### src/rtl/des_pkg.sv
// rtl/des_pkg.sv - shared DES key-schedule widths, shift schedule, state enum and rotate helper
package des_pkg;

    localparam int DES_HALF_W   = 28;
    localparam int DES_KEY_W    = 56;
    localparam int DES_SUBKEY_W = 48;

    // Bit i describes round i+1: 1 = rotate by two, 0 = rotate by one.
    localparam logic [15:0] DES_SHIFT_SCHED = 16'h7EFC;

    typedef enum logic {
        IDLE = 1'b0,
        RUN  = 1'b1
    } key_sched_state_t;

    // dir 0 = left (encrypt), 1 = right (decrypt); two selects a double rotation.
    function automatic logic [DES_HALF_W-1:0] rot28(
        input logic [DES_HALF_W-1:0] val,
        input logic                  dir,
        input logic                  two
    );
        logic [DES_HALF_W-1:0] r;
        if (!dir) begin
            r = two ? {val[25:0], val[27:26]} : {val[26:0], val[27]};
        end else begin
            r = two ? {val[1:0], val[27:2]} : {val[0], val[27:1]};
        end
        return r;
    endfunction

endpackage

### src/rtl/permute_out.sv
// rtl/permute_out.sv - DES PC-2 compression of the 56-bit {C,D} into a 48-bit round subkey
module permute_out
    import des_pkg::*;
(
    input  logic [DES_KEY_W-1:0]    cd,
    output logic [DES_SUBKEY_W-1:0] subkey
);

    // Standard PC-2 table, 1-based with bit 1 being the MSB of {C,D}.
    localparam int PC2_TAB [DES_SUBKEY_W] = '{
        14, 17, 11, 24,  1,  5,
         3, 28, 15,  6, 21, 10,
        23, 19, 12,  4, 26,  8,
        16,  7, 27, 20, 13,  2,
        41, 52, 31, 37, 47, 55,
        30, 40, 51, 45, 33, 48,
        44, 49, 39, 56, 34, 53,
        46, 42, 50, 36, 29, 32
    };

    for (genvar j = 0; j < DES_SUBKEY_W; j++) begin : g_pc2
        assign subkey[DES_SUBKEY_W-1-j] = cd[DES_KEY_W-PC2_TAB[j]];
    end

endmodule

### src/rtl/des_key_sched_ctrl.sv
// rtl/des_key_sched_ctrl.sv - DES C/D rotation sequencer with valid/ready subkey output
// Optional: DES_KEY_ZEROIZE_EN clears C/D on the final accept so idle subkey reads 0.
module des_key_sched_ctrl
    import des_pkg::*;
(
    input  logic                    clk,
    input  logic                    reset_n,
    input  logic                    start,
    input  logic [DES_KEY_W-1:0]    key_in,
    input  logic                    decrypt,
    input  logic                    subkey_ready,
    output logic [DES_SUBKEY_W-1:0] subkey,
    output logic                    subkey_valid,
    output logic [3:0]              round,
    output logic                    busy,
    output logic                    done
);

    key_sched_state_t      state_q, state_d;
    logic [DES_HALF_W-1:0] c_q, d_q;
    logic [3:0]            round_q;
    logic                  dec_q;
    logic                  done_q;

    logic accept;
    logic last;
    logic shift_two;

    assign accept = (state_q == RUN) && subkey_ready;
    assign last   = (round_q == 4'd15);

    // Decrypt walks the schedule backwards, undoing the shift that produced the current key.
    assign shift_two = dec_q ? DES_SHIFT_SCHED[4'd15 - round_q]
                             : DES_SHIFT_SCHED[round_q + 4'd1];

    always_ff @(posedge clk or negedge reset_n) begin
        if (!reset_n) begin
            state_q <= IDLE;
        end else begin
            state_q <= state_d;
        end
    end

    always_comb begin
        state_d      = state_q;
        busy         = 1'b0;
        subkey_valid = 1'b0;
        case (state_q)
            IDLE: begin
                if (start) begin
                    state_d = RUN;
                end
            end
            RUN: begin
                busy         = 1'b1;
                subkey_valid = 1'b1;
                if (accept && last) begin
                    state_d = IDLE;
                end
            end
            default: state_d = IDLE;
        endcase
    end

    always_ff @(posedge clk or negedge reset_n) begin
        if (!reset_n) begin
            c_q     <= '0;
            d_q     <= '0;
            round_q <= '0;
            dec_q   <= 1'b0;
            done_q  <= 1'b0;
        end else begin
            done_q <= 1'b0;
            if ((state_q == IDLE) && start) begin
                dec_q   <= decrypt;
                round_q <= '0;
                // The unrotated halves already sit at the K16 position after 28 total shifts.
                if (decrypt) begin
                    c_q <= key_in[DES_KEY_W-1:DES_HALF_W];
                    d_q <= key_in[DES_HALF_W-1:0];
                end else begin
                    c_q <= rot28(key_in[DES_KEY_W-1:DES_HALF_W], 1'b0, 1'b0);
                    d_q <= rot28(key_in[DES_HALF_W-1:0], 1'b0, 1'b0);
                end
            end else if (accept) begin
                if (last) begin
                    round_q <= '0;
                    done_q  <= 1'b1;
`ifdef DES_KEY_ZEROIZE_EN
                    c_q     <= '0;
                    d_q     <= '0;
`endif
                end else begin
                    round_q <= round_q + 4'd1;
                    c_q     <= rot28(c_q, dec_q, shift_two);
                    d_q     <= rot28(d_q, dec_q, shift_two);
                end
            end
        end
    end

    permute_out u_pc2 (
        .cd     ({c_q, d_q}),
        .subkey (subkey)
    );

    assign round = round_q;
    assign done  = done_q;

endmodule
### config.mk
export PLATFORM = sky130hd
export DESIGN_NAME = des_key_sched_ctrl
export DESIGN_NICKNAME = d
export VERILOG_FILES = /design/src/rtl/des_pkg.sv /design/src/rtl/permute_out.sv /design/src/rtl/des_key_sched_ctrl.sv
export SDC_FILE = /design/constraint.sdc
export NUM_CORES = 1
export LEC_CHECK = 0
export BUFFER_PORTS_ARGS = -buffer_cell sky130_fd_sc_hd__buf_2
export CORE_MARGIN = 5
export CORE_UTILIZATION = 40
export DETAILED_ROUTE_END_ITERATION = 16
export GPL_ROUTABILITY_DRIVEN = 0
export GPL_TIMING_DRIVEN = 1
export PLACE_DENSITY = 0.73
export SETUP_SLACK_MARGIN = 0.4
export SYNTH_ARGS = -nofsm -noshare
export SYNTH_HDL_FRONTEND = slang
export SYNTH_HIERARCHICAL = 1
export SYNTH_SLANG_ARGS = --single-unit
### constraint.sdc
create_clock -name clk -period 4.8 [get_ports clk]
set_clock_uncertainty 0.15 [all_clocks]
set_input_delay 0.96 -clock clk [delete_from_list [all_inputs] [get_ports clk]]
set_output_delay 0.96 -clock clk [all_outputs]
set_load 0.01 [all_outputs]
After elaboration in Yosys (flattened, before gate mapping). Memory sizes are Yosys's and may differ from the RTL's. Cells that the tools add are included. W data, S select, Z words.

Register bits: 63. Bits in latches: 0. Memory bits (writable): 0. Memory bits (read-only): 32. Logic and storage cells: 47. Memories: 2.

Add/sub/neg operators: 2. $mul: 0. Div/mod/pow operators: 0. Order comparisons: 2. Eq/ne operators: 2. Shift operators: 0. Mux-type cells: 27. Bitwise gates (word level): 1. Reduce and logical (&&, ||, !) cells: 5.

Memory list: (name not given) (words 16, bits a word 1, rd ports 1, clocked after memory_dff 0, wr ports 0, RTL line des_key_sched_ctrl.sv:34) `: DES_SHIFT_SCHED[round_q + 4'd1];`; (name not given) (words 16, bits a word 1, rd ports 1, clocked after memory_dff 0, wr ports 0, RTL line des_key_sched_ctrl.sv:33) `assign shift_two = dec_q ? DES_SHIFT_SCHED[4'd15 - round_q]`.

Operator list (number): $mux W28 (14); $mux W4 (3); $lt A4 B5 Y1 const B (2); $mux W1 (9); $add A4 B1 Y4 const B (1); $eq A4 B4 Y1 const B (1); $sub A4 B4 Y4 const A (1); $logic_and A1 B1 Y1 (3); $ne A2 B1 Y1 const B (1); $pmux W1 S2 (1); $reduce_and A2 Y1 (1); $reduce_bool A2 Y1 (1); $not A1 Y1 (1).

Logic depth before layout (Yosys ltp). Gate-level depths: netlist (run 1).

Depth after elaboration: 9. Mapped depth: 10.

Hierarchy. Netlist (run 1), hierarchy kept.

Modules (own cells, without submodules): des_key_sched_ctrl (times used 1, cells an instance 578, area an instance 5604.1 sq um); permute_out (times used 1, cells an instance 48, area an instance 360.3 sq um).

Worst setup path after synthesis (run 1). No wires, ideal clock.

Path kind: reg2reg. Start point: register round_q[0] (netlist: round[0]). End point: register c_q[5]. Library setup time: 0.127 ns. Data arrival time: 2.150 ns. Data required time: 4.523 ns. Path slack: 2.374 ns. Stages on the path, launching flop included: 10. Path buffers: 2. Cell sequence: dfrtp_1 > buf_4 > inv_1 > ha_1 > mux2i_4 > o211ai_4 > buf_2 > mux2_2 > a221oi_2 > a21oi_2.

Longest elaborated chain between the ends: 9. Elaborated cells between the ends (all ways): 16. Classes of those cells: add/sub: 2; eq/ne: 2; mux: 9; reduce/logical: 1; memory: 2.

Ends and longest elaborated chain: start: declaration (RTL line des_key_sched_ctrl.sv:21) `logic [3:0] round_q;`; start signal: assignment (RTL line des_key_sched_ctrl.sv:94) `round_q <= round_q + 4'd1;`; $add A4 B1 Y4 / $sub A4 B4 Y4 (equally long branches) (RTL line des_key_sched_ctrl.sv:34, des_key_sched_ctrl.sv:33); $mem_v2 Z16 W1, on equally long branches; $mux W1, on equally long branches (RTL line des_key_sched_ctrl.sv:34, des_key_sched_ctrl.sv:33); $mux W1 (RTL line des_key_sched_ctrl.sv:33); $mux W28, on equally long branches (RTL line des_pkg.sv:24, des_pkg.sv:26); $mux W28 (RTL line des_pkg.sv:23) `if (!dir) begin`; $mux W28 (RTL line des_key_sched_ctrl.sv:86) `if (last) begin`; $mux W28 (RTL line des_key_sched_ctrl.sv:85) `end else if (accept) begin`; $mux W28 (RTL line des_key_sched_ctrl.sv:74) `if ((state_q == IDLE) && start) begin`; end signal: assignment (RTL line des_key_sched_ctrl.sv:79) `c_q <= key_in[DES_KEY_W-1:DES_HALF_W];`; end signal: assignment (RTL line des_key_sched_ctrl.sv:82) `c_q <= rot28(key_in[DES_KEY_W-1:DES_HALF_W], 1'b0, 1'b0);`; end signal: assignment (RTL line des_key_sched_ctrl.sv:95) `c_q <= rot28(c_q, dec_q, shift_two);`; end: declaration (RTL line des_key_sched_ctrl.sv:20) `logic [DES_HALF_W-1:0] c_q, d_q;`.

Several ways; a longest one is shown, not always the timed one. The select of a mux whose other input is x is not followed. A chain may end at the register's enable or synchronous reset.

Worst setup path after layout (run 1).
Start point: register round_q[1] (netlist: round[1]). End point: register c_q[14].

The elaborated chain is that of the path after synthesis.

==> summary.txt, run 1 <==
Area growth syn-to-layout: 9.419%
max_cap viols: 0
CP Capture Type: register
Routed WL per cell: 18.04 um
row count: 44
Max IR drop VDD: 0.0003620 V
Hold/Removal Path Class: register to register
# clock sinks: 63
final worst slack: 1553 ps
Buf+Inv Stages, Crit Path: 1
Peak Freq: 0.3079 GHz
First-pass DRT Iterations: 4
Fill cells: 1392
Worst R2R Path Depth: 7
status: finished clean
DR vias/cell: 5.786
critical path launch point type: register
Setup Buffers After CTS: 0
Synth Flop Type: dfrtp_1
HPWL Detailed: 10300 um
root buf cell: clkbuf_16
vias: 4901
Slew HR: 0.3175
DRC: 0
setup tns final: 0 ps
Resized cells post-CTS: 0
Placed Instances: 831
# setup viols final: 0
first-pass GRT wire length: 24710 um
final instance area: 0.006526 sq mm
main combinational cell family by area after synthesis: compound AO/OA/AOI/OAI gates
post-synthesis mux area share: 0.1970
synth unique cells: 51
Die X-Extent: 132.1 um
DRT iter0 DRCs: 336
Bufs on Longest Clock Path: 2
H-tree lvl count: 3
Final period util: 0.6766
initial antenna violation count: 0
Core Footprint: 0.01459 sq mm
Hold Crit Depth: 2
Tot GR Track Use: 0.1668
Worst EP arrival: 3300 ps
worst skew pair latency: 330 ps
xor/xnor share of the synthesized area: 0.001468
post-synthesis sequential area ratio: 0.2643
total gr overflow: 0
cells after synthesis: 626
power density over the cells: 747.8 mW/mm^2
Cell Area, Synth: 0.005964 sq mm
Layout Cells excl Fill: 847
simple-gate share of the synthesized area: 0.1120
Syn Area/Cell: 9.528 sq um
Crit path max-delay family: compound AO/OA/AOI/OAI gates
stages on the worst setup path: 7
Hold Worst Slack: 456.0 ps
Tightest Pin Transition: 1024 ps
critical path's slowest cell: o211ai_4
worst setup path class: register to register
pre-CTS WS: 1477 ps
endpoints failing hold: 0
RSZ-0062 raised after global routing: false
area post-placement: 0.006170 sq mm
largest net degree at the start of global routing: 59
Lkg Pwr: 2.696 nW
max incr delay on CP: 630 ps
total power: 4.880 mW
Port Buf Inserts: 115
die height: 132.1 um
Yosys warning count: 6
Final Max Tran Viols: 0
FF+latch count, synth: 63
CTS clk-pin slew, worst paths: 60 ps
CP Max Fanout: 20
total routed wirelength: 15280 um
nets: 724
required time worst endpoint: 4860 ps
Compound-Gate Fraction of Synth Area: 0.2962
IO Count: 116
share of layout cells above drive strength 1: 0.4555
vias in the first global route: 4704
Antenna Cells: 0
FFs w/ async S/R, synth: 1.000
fin util: 0.4473
Final min period: 3247 ps
CTS buffer count: 9
Post-synth EDFFs: 0
post-route antenna net violation count: 0
Initial Util: 0.4088
post-synthesis adder-cell area fraction: 0.01049
Hold Buf Count CTS: 0
Post-Synthesis Net Count: 692
CP Cell Sequence: ha_1 > mux2i_4 > o211ai_4 > buf_4 > mux2_2 > a221oi_2 > a21oi_2
TritonCTS clock tree: yes
die area: 0.01745 sq mm
## final cells by class
class | count | area, sq um | share of cell area
multi-input combinational | 456 | 3694 | 0.5660
sequential | 63 | 1577 | 0.2416
timing repair buffer | 123 | 650.6 | 0.09969
clock buffer | 11 | 252.7 | 0.03873
tap | 184 | 230.2 | 0.03528
clock inverter | 5 | 103.9 | 0.01591
inverter | 5 | 18.77 | 0.002876
## power by group
group / total (mW) / leakage (nW) / internal (mW) / switching [mW]
registers: 1.30 / 0.712 / 0.795 / 0.507
logic: 2.80 / 1.81 / 1.24 / 1.55
clock network: 0.784 / 0.176 / 0.536 / 0.248
total: 4.88 / 2.70 / 2.57 / 2.31
## worst register-to-register path: stages, from the launching register on
cell	delay, ps
dfrtp_1	610
ha_1	490
mux2i_4	160
o211ai_4	630
buf_4	380
mux2_2	380
a221oi_2	250
a21oi_2	70
## worst paths after layout
path                                       from             endpoint  slack [ps]
setup / recovery           round[1]$_DFFE_PN0P_  c_q[14]$_DFFE_PN0P_        1550
hold / removal              d_q[18]$_DFFE_PN0P_  d_q[19]$_DFFE_PN0P_         460
setup reg to reg           round[1]$_DFFE_PN0P_  c_q[14]$_DFFE_PN0P_        1550
hold reg to reg             d_q[18]$_DFFE_PN0P_  d_q[19]$_DFFE_PN0P_         460
max in group asynchronous               reset_n   c_q[1]$_DFFE_PN0P_        2960
min in group asynchronous               reset_n  c_q[16]$_DFFE_PN0P_         580
## Yosys cell counts (3+ instances only)
cell type / count / area share
a21o_1: 3 / 0.0038
a21oi_2: 50 / 0.073
a221oi_2: 50 / 0.13
a311oi_1: 4 / 0.0059
a31oi_1: 5 / 0.0052
and3_1: 4 / 0.0042
and4_2: 3 / 0.0050
buf_2: 16 / 0.013
buf_4: 52 / 0.065
buf_6: 10 / 0.019
clkbuf_1: 20 / 0.013
clkbuf_4: 4 / 0.0050
dfrtp_1: 63 / 0.26
ha_1: 5 / 0.010
inv_1: 5 / 0.0031
mux2_1: 3 / 0.0057
mux2_2: 46 / 0.087
mux2i_1: 60 / 0.10
nand2_1: 56 / 0.035
nand3_1: 3 / 0.0025
nand4b_1: 4 / 0.0059
nor2_1: 61 / 0.038
nor3_1: 3 / 0.0025
o211ai_1: 4 / 0.0050
o21ai_0: 61 / 0.051
or3_1: 5 / 0.0052
## registers in the layout, indices dropped and copies added, names as in the netlist
register  flops
c_q          28
d_q          28
round         4
dec_q         1
done          1
state_q       1
## layer usage
layer | part of all wire | wire [um] | GRT usage | up-vias
met5 | 0 | 0 | 0 | -
met4 | 0.010 | 160 | 0.03714 | 0
met3 | 0.055 | 842 | 0.04084 | 13
met2 | 0.47 | 7122 | 0.2560 | 140
met1 | 0.47 | 7153 | 0.2378 | 2408
li1 | - | - | - | 2340
## cell usage in the layout, fill, tap and decap left out, drive strengths merged, types with 2 or more instances in the layout
master | netlist | layout
nor3 | 3 | 3
a21o | 3 | 3
and3 | 5 | 5
nor2 | 61 | 61
inv | 5 | 5
clkbuf | 24 | 11
or3 | 5 | 5
mux2 | 49 | 49
nand4b | 4 | 4
o22ai | 2 | 2
dfrtp | 63 | 63
a31oi | 5 | 5
mux2i | 61 | 61
nand2 | 56 | 56
nand3 | 4 | 4
a311oi | 5 | 5
or2 | 2 | 2
a21oi | 51 | 51
ha | 5 | 5
buf | 78 | 123
bufinv | 0 | 3
a221oi | 50 | 50
clkinv | 0 | 2
o21ai | 63 | 63
o211ai | 5 | 5
and4 | 4 | 4
## logic make-up after synthesis
group | after synthesis
DFF | 63
buffers and inverters | 107
AOI/OAI and AO/OA | 191
and+or+nand+nor | 149
muxes | 110
xor gates and xnor gates | 1
adders and majority gates | 5
Power figures use the tool's default switching activity.
==> run 2: changes to the inputs <==
--- a/config.mk
+++ b/config.mk
@@ -5,13 +5,14 @@
 export SDC_FILE = /design/constraint.sdc
 export NUM_CORES = 1
 export LEC_CHECK = 0
+export ABC_AREA = 1
 export BUFFER_PORTS_ARGS = -buffer_cell sky130_fd_sc_hd__buf_2
 export CORE_MARGIN = 5
 export CORE_UTILIZATION = 40
 export DETAILED_ROUTE_END_ITERATION = 16
 export GPL_ROUTABILITY_DRIVEN = 0
 export GPL_TIMING_DRIVEN = 1
-export PLACE_DENSITY = 0.73
+export PLACE_DENSITY = 0.75
 export SETUP_SLACK_MARGIN = 0.4
 export SYNTH_ARGS = -nofsm -noshare
 export SYNTH_HDL_FRONTEND = slang
==> constraint.sdc (replaced) <==
create_clock -name clk -period 2.91 [get_ports clk]
set_clock_uncertainty 0.15 [all_clocks]
set_input_delay 0.582 -clock clk [delete_from_list [all_inputs] [get_ports clk]]
set_output_delay 0.582 -clock clk [all_outputs]
set_load 0.01 [all_outputs]
==> run 2 against run 1 <==
  * Global-route usage is 2.6 points higher
  * Non-clock buffer count is 11 higher
  * Design area is 4.3% higher
  * Utilization is 0.38 points higher
  * Critical path depth is 6 higher
  * Clock power is 27% higher
  * Synthesized area is 2.5% higher
  * Die area is 2.3% higher
  * Clock-buffer cell count stayed put
  * Power is 77% higher
  * Sequential cell count stayed put
==> summary.txt, run 2 <==
Switching Share: 0.5338
post-synthesis sequential area ratio: 0.2580
count leader, synth: nand2_1
final instance area: 0.006808 sq mm
Bufs on Longest Clock Path: 2
First-pass DRT Iterations: 5
# setup viols final: 0
top cell type's share of synthesized area: 0.2580
die area: 0.01785 sq mm
Synth top cells by count: 301 x nand2_1, 154 x nand3_1, 131 x inv_1
worst skew pair latency: 330 ps
CP Cell Sequence: ha_1 > nand2_2 > nand2_1 > o21ai_2 > nand2_2 > buf_4 > nand2_4 > clkbuf_16 > nand2_1 > nand3_1 > nand3b_1 > nand2_1 > inv_1
Clk network pwr share: 0.115
Die X-Extent: 133.6 um
DR vias/cell: 5.194
Lkg Pwr: 3.586 nW
root buf cell: clkbuf_16
synth unique cells: 24
total gr overflow: 0
Synth Flop Type: dfrtp_1
Final period util: 0.8219
Syn Area/Cell: 5.881 sq um
CTS clk-pin slew, worst paths: 60 ps
Net Switching: 4.619 mW
HPWL Detailed: 12000 um
status: finished clean
Antenna Cells: 0
fin util: 0.4512
critical path's slowest cell: dfrtp_2
Peak Freq: 0.4181 GHz
power density over the cells: 1271 mW/mm^2
sequential share of power: 0.186
Routed WL per cell: 14.33 um
endpoints failing hold: 0
H-tree lvl count: 3
max incr delay on CP: 450 ps
Port Buf Inserts: 115
vias in the first global route: 5875
row count: 45
commonest non-fill, non-tap cell in the layout: nand2_1
nets: 1134
IO Count: 116
Core Footprint: 0.01509 sq mm
Hold/Removal Path Class: input pin to async pin
Setup Buffers After CTS: 0
largest net degree at the start of global routing: 64
Yosys warning count: 6
share of layout cells above drive strength 1: 0.1558
DRC: 0
Post-Synthesis Net Count: 1105
Slew HR: 0.5867
TritonCTS clock tree: yes
DRT iter0 DRCs: 553
CP Capture Type: register
Comb pwr share: 0.699
Worst path most repeated cell: nand2_1
Tightest Pin Transition: 619.9 ps
die height: 133.6 um
FF+latch count, synth: 63
Post-synth EDFFs: 0
dominant cells by area after synthesis: dfrtp_1 26%, nand2_1 18%, nand3_1 13%, o21ai_0 9.4%, inv_1 8.0%
Worst EP arrival: 2470 ps
total routed wirelength: 18060 um
max_cap viols: 0
CP Max Fanout: 27
vias: 6545
Hold Buf Count CTS: 0
CTS buffer count: 9
# clock sinks: 63
Int Power: 4.035 mW
Max IR drop VDD: 0.0006369 V
FFs w/ async S/R, synth: 1.000
post-route antenna net violation count: 0
Final Max Tran Viols: 0
critical path launch point type: register
commonest non-fill, non-tap cells in the layout: 301 x nand2_1, 154 x nand3_1, 131 x inv_1
Final min period: 2392 ps
required time worst endpoint: 2990 ps
area post-placement: 0.006465 sq mm
Area growth syn-to-layout: 11.40%
first-pass GRT wire length: 28900 um
cells after synthesis: 1039
Tot GR Track Use: 0.1927
leading area contributor after synthesis: dfrtp_1
initial antenna violation count: 2
Cell Area, Synth: 0.006111 sq mm
setup tns final: 0 ps
reg2reg setup slack: 520 ps
worst setup path class: register to register
Initial Util: 0.4050
RSZ-0062 raised after global routing: false
==> run 2: metrics by stage <==
stage                     hold slack, ps  worst slack (ps)  cells  power, mW
after global routing               156.7             378.2   1260      9.530
final                              113.0             518.2   1260      8.653
after floorplan                    136.4             820.9   1039      6.345
after global placement             374.3             552.2   1243      7.254
after detailed placement           387.5             495.6   1243      7.345
after CTS                          126.5             466.5   1258      8.373
==> run 2: cells by family after synthesis <==
group / count (synthesis) / synth area share
AO/OA/AOI/OAI: 143 / 0.1198
flip-flops: 63 / 0.2580
AND/OR/NAND/NOR: 578 / 0.4161
adder cells (fa/ha/maj): 5 / 0.01024
buffers and inverters: 250 / 0.1959
==> run 2: layer usage <==
layer	part of all wire	GRT usage	vias up	routed length, um
met2	0.44	0.2903	239	7858
met4	0.031	0.07200	4	557
met1	0.45	0.2637	2966	8151
li1	-	-	3295	-
met3	0.081	0.05287	41	1468
met5	0.0012	0	-	21
==> run 2: final timing paths <==
| check | start | end | cells past startpoint |
|---|---|---|---|
| min reg2reg | d_q[6]$_DFFE_PN0P_ | d_q[6]$_DFFE_PN0P_ | 2 |
| max in group asynchronous | reset_n | round[0]$_DFFE_PN0P_ | 2 |
| min in group clk | start | state_q$_DFF_PN0_ | 3 |
| max | round[0]$_DFFE_PN0P_ | d_q[9]$_DFFE_PN0P_ | 13 |
| max reg2reg | round[0]$_DFFE_PN0P_ | d_q[9]$_DFFE_PN0P_ | 13 |
| min | reset_n | d_q[12]$_DFFE_PN0P_ | 2 |
==> run 2: power by group through the flow <==
| stage | Sequential, mW | Clock, mW | Combinational, mW |
|---|---|---|---|
| 2_1_floorplan | 1.54 | 0 | 4.80 |
| 4_1_cts | 1.61 | 1.01 | 5.75 |
| 6_report | 1.61 | 0.997 | 6.05 |
| 3_3_place_gp | 1.61 | 0 | 5.64 |
| 3_5_place_dp | 1.62 | 0 | 5.73 |
| 5_1_grt | 1.67 | 1.05 | 6.81 |
==> run 2: critical path, delay by kind of cell (launching register included) <==
family / cells / cell delay, ps
compound gates: 1 / 180
fa+ha+maj: 1 / 240
buf+inv: 3 / 500
flops: 1 / 450
simple gates: 8 / 770
==> run 2: layout make-up <==
class / instances / area [sq um]
Inverter: 134 / 503.0
Clock buffer: 11 / 242.7
Fill cell: 1604 / 8282
Tap cell: 188 / 235.2
Multi-Input combinational cell: 726 / 3369
Sequential cell: 63 / 1579
Clock inverter: 4 / 22.52
Timing Repair Buffer: 134 / 855.8
==> run 2: what timing repair did <==
item / CTS / global route
endpoints found under the hold margin: 0 / 0
resized for setup: 0 / 8
setup endpoints to repair: 0 / 56
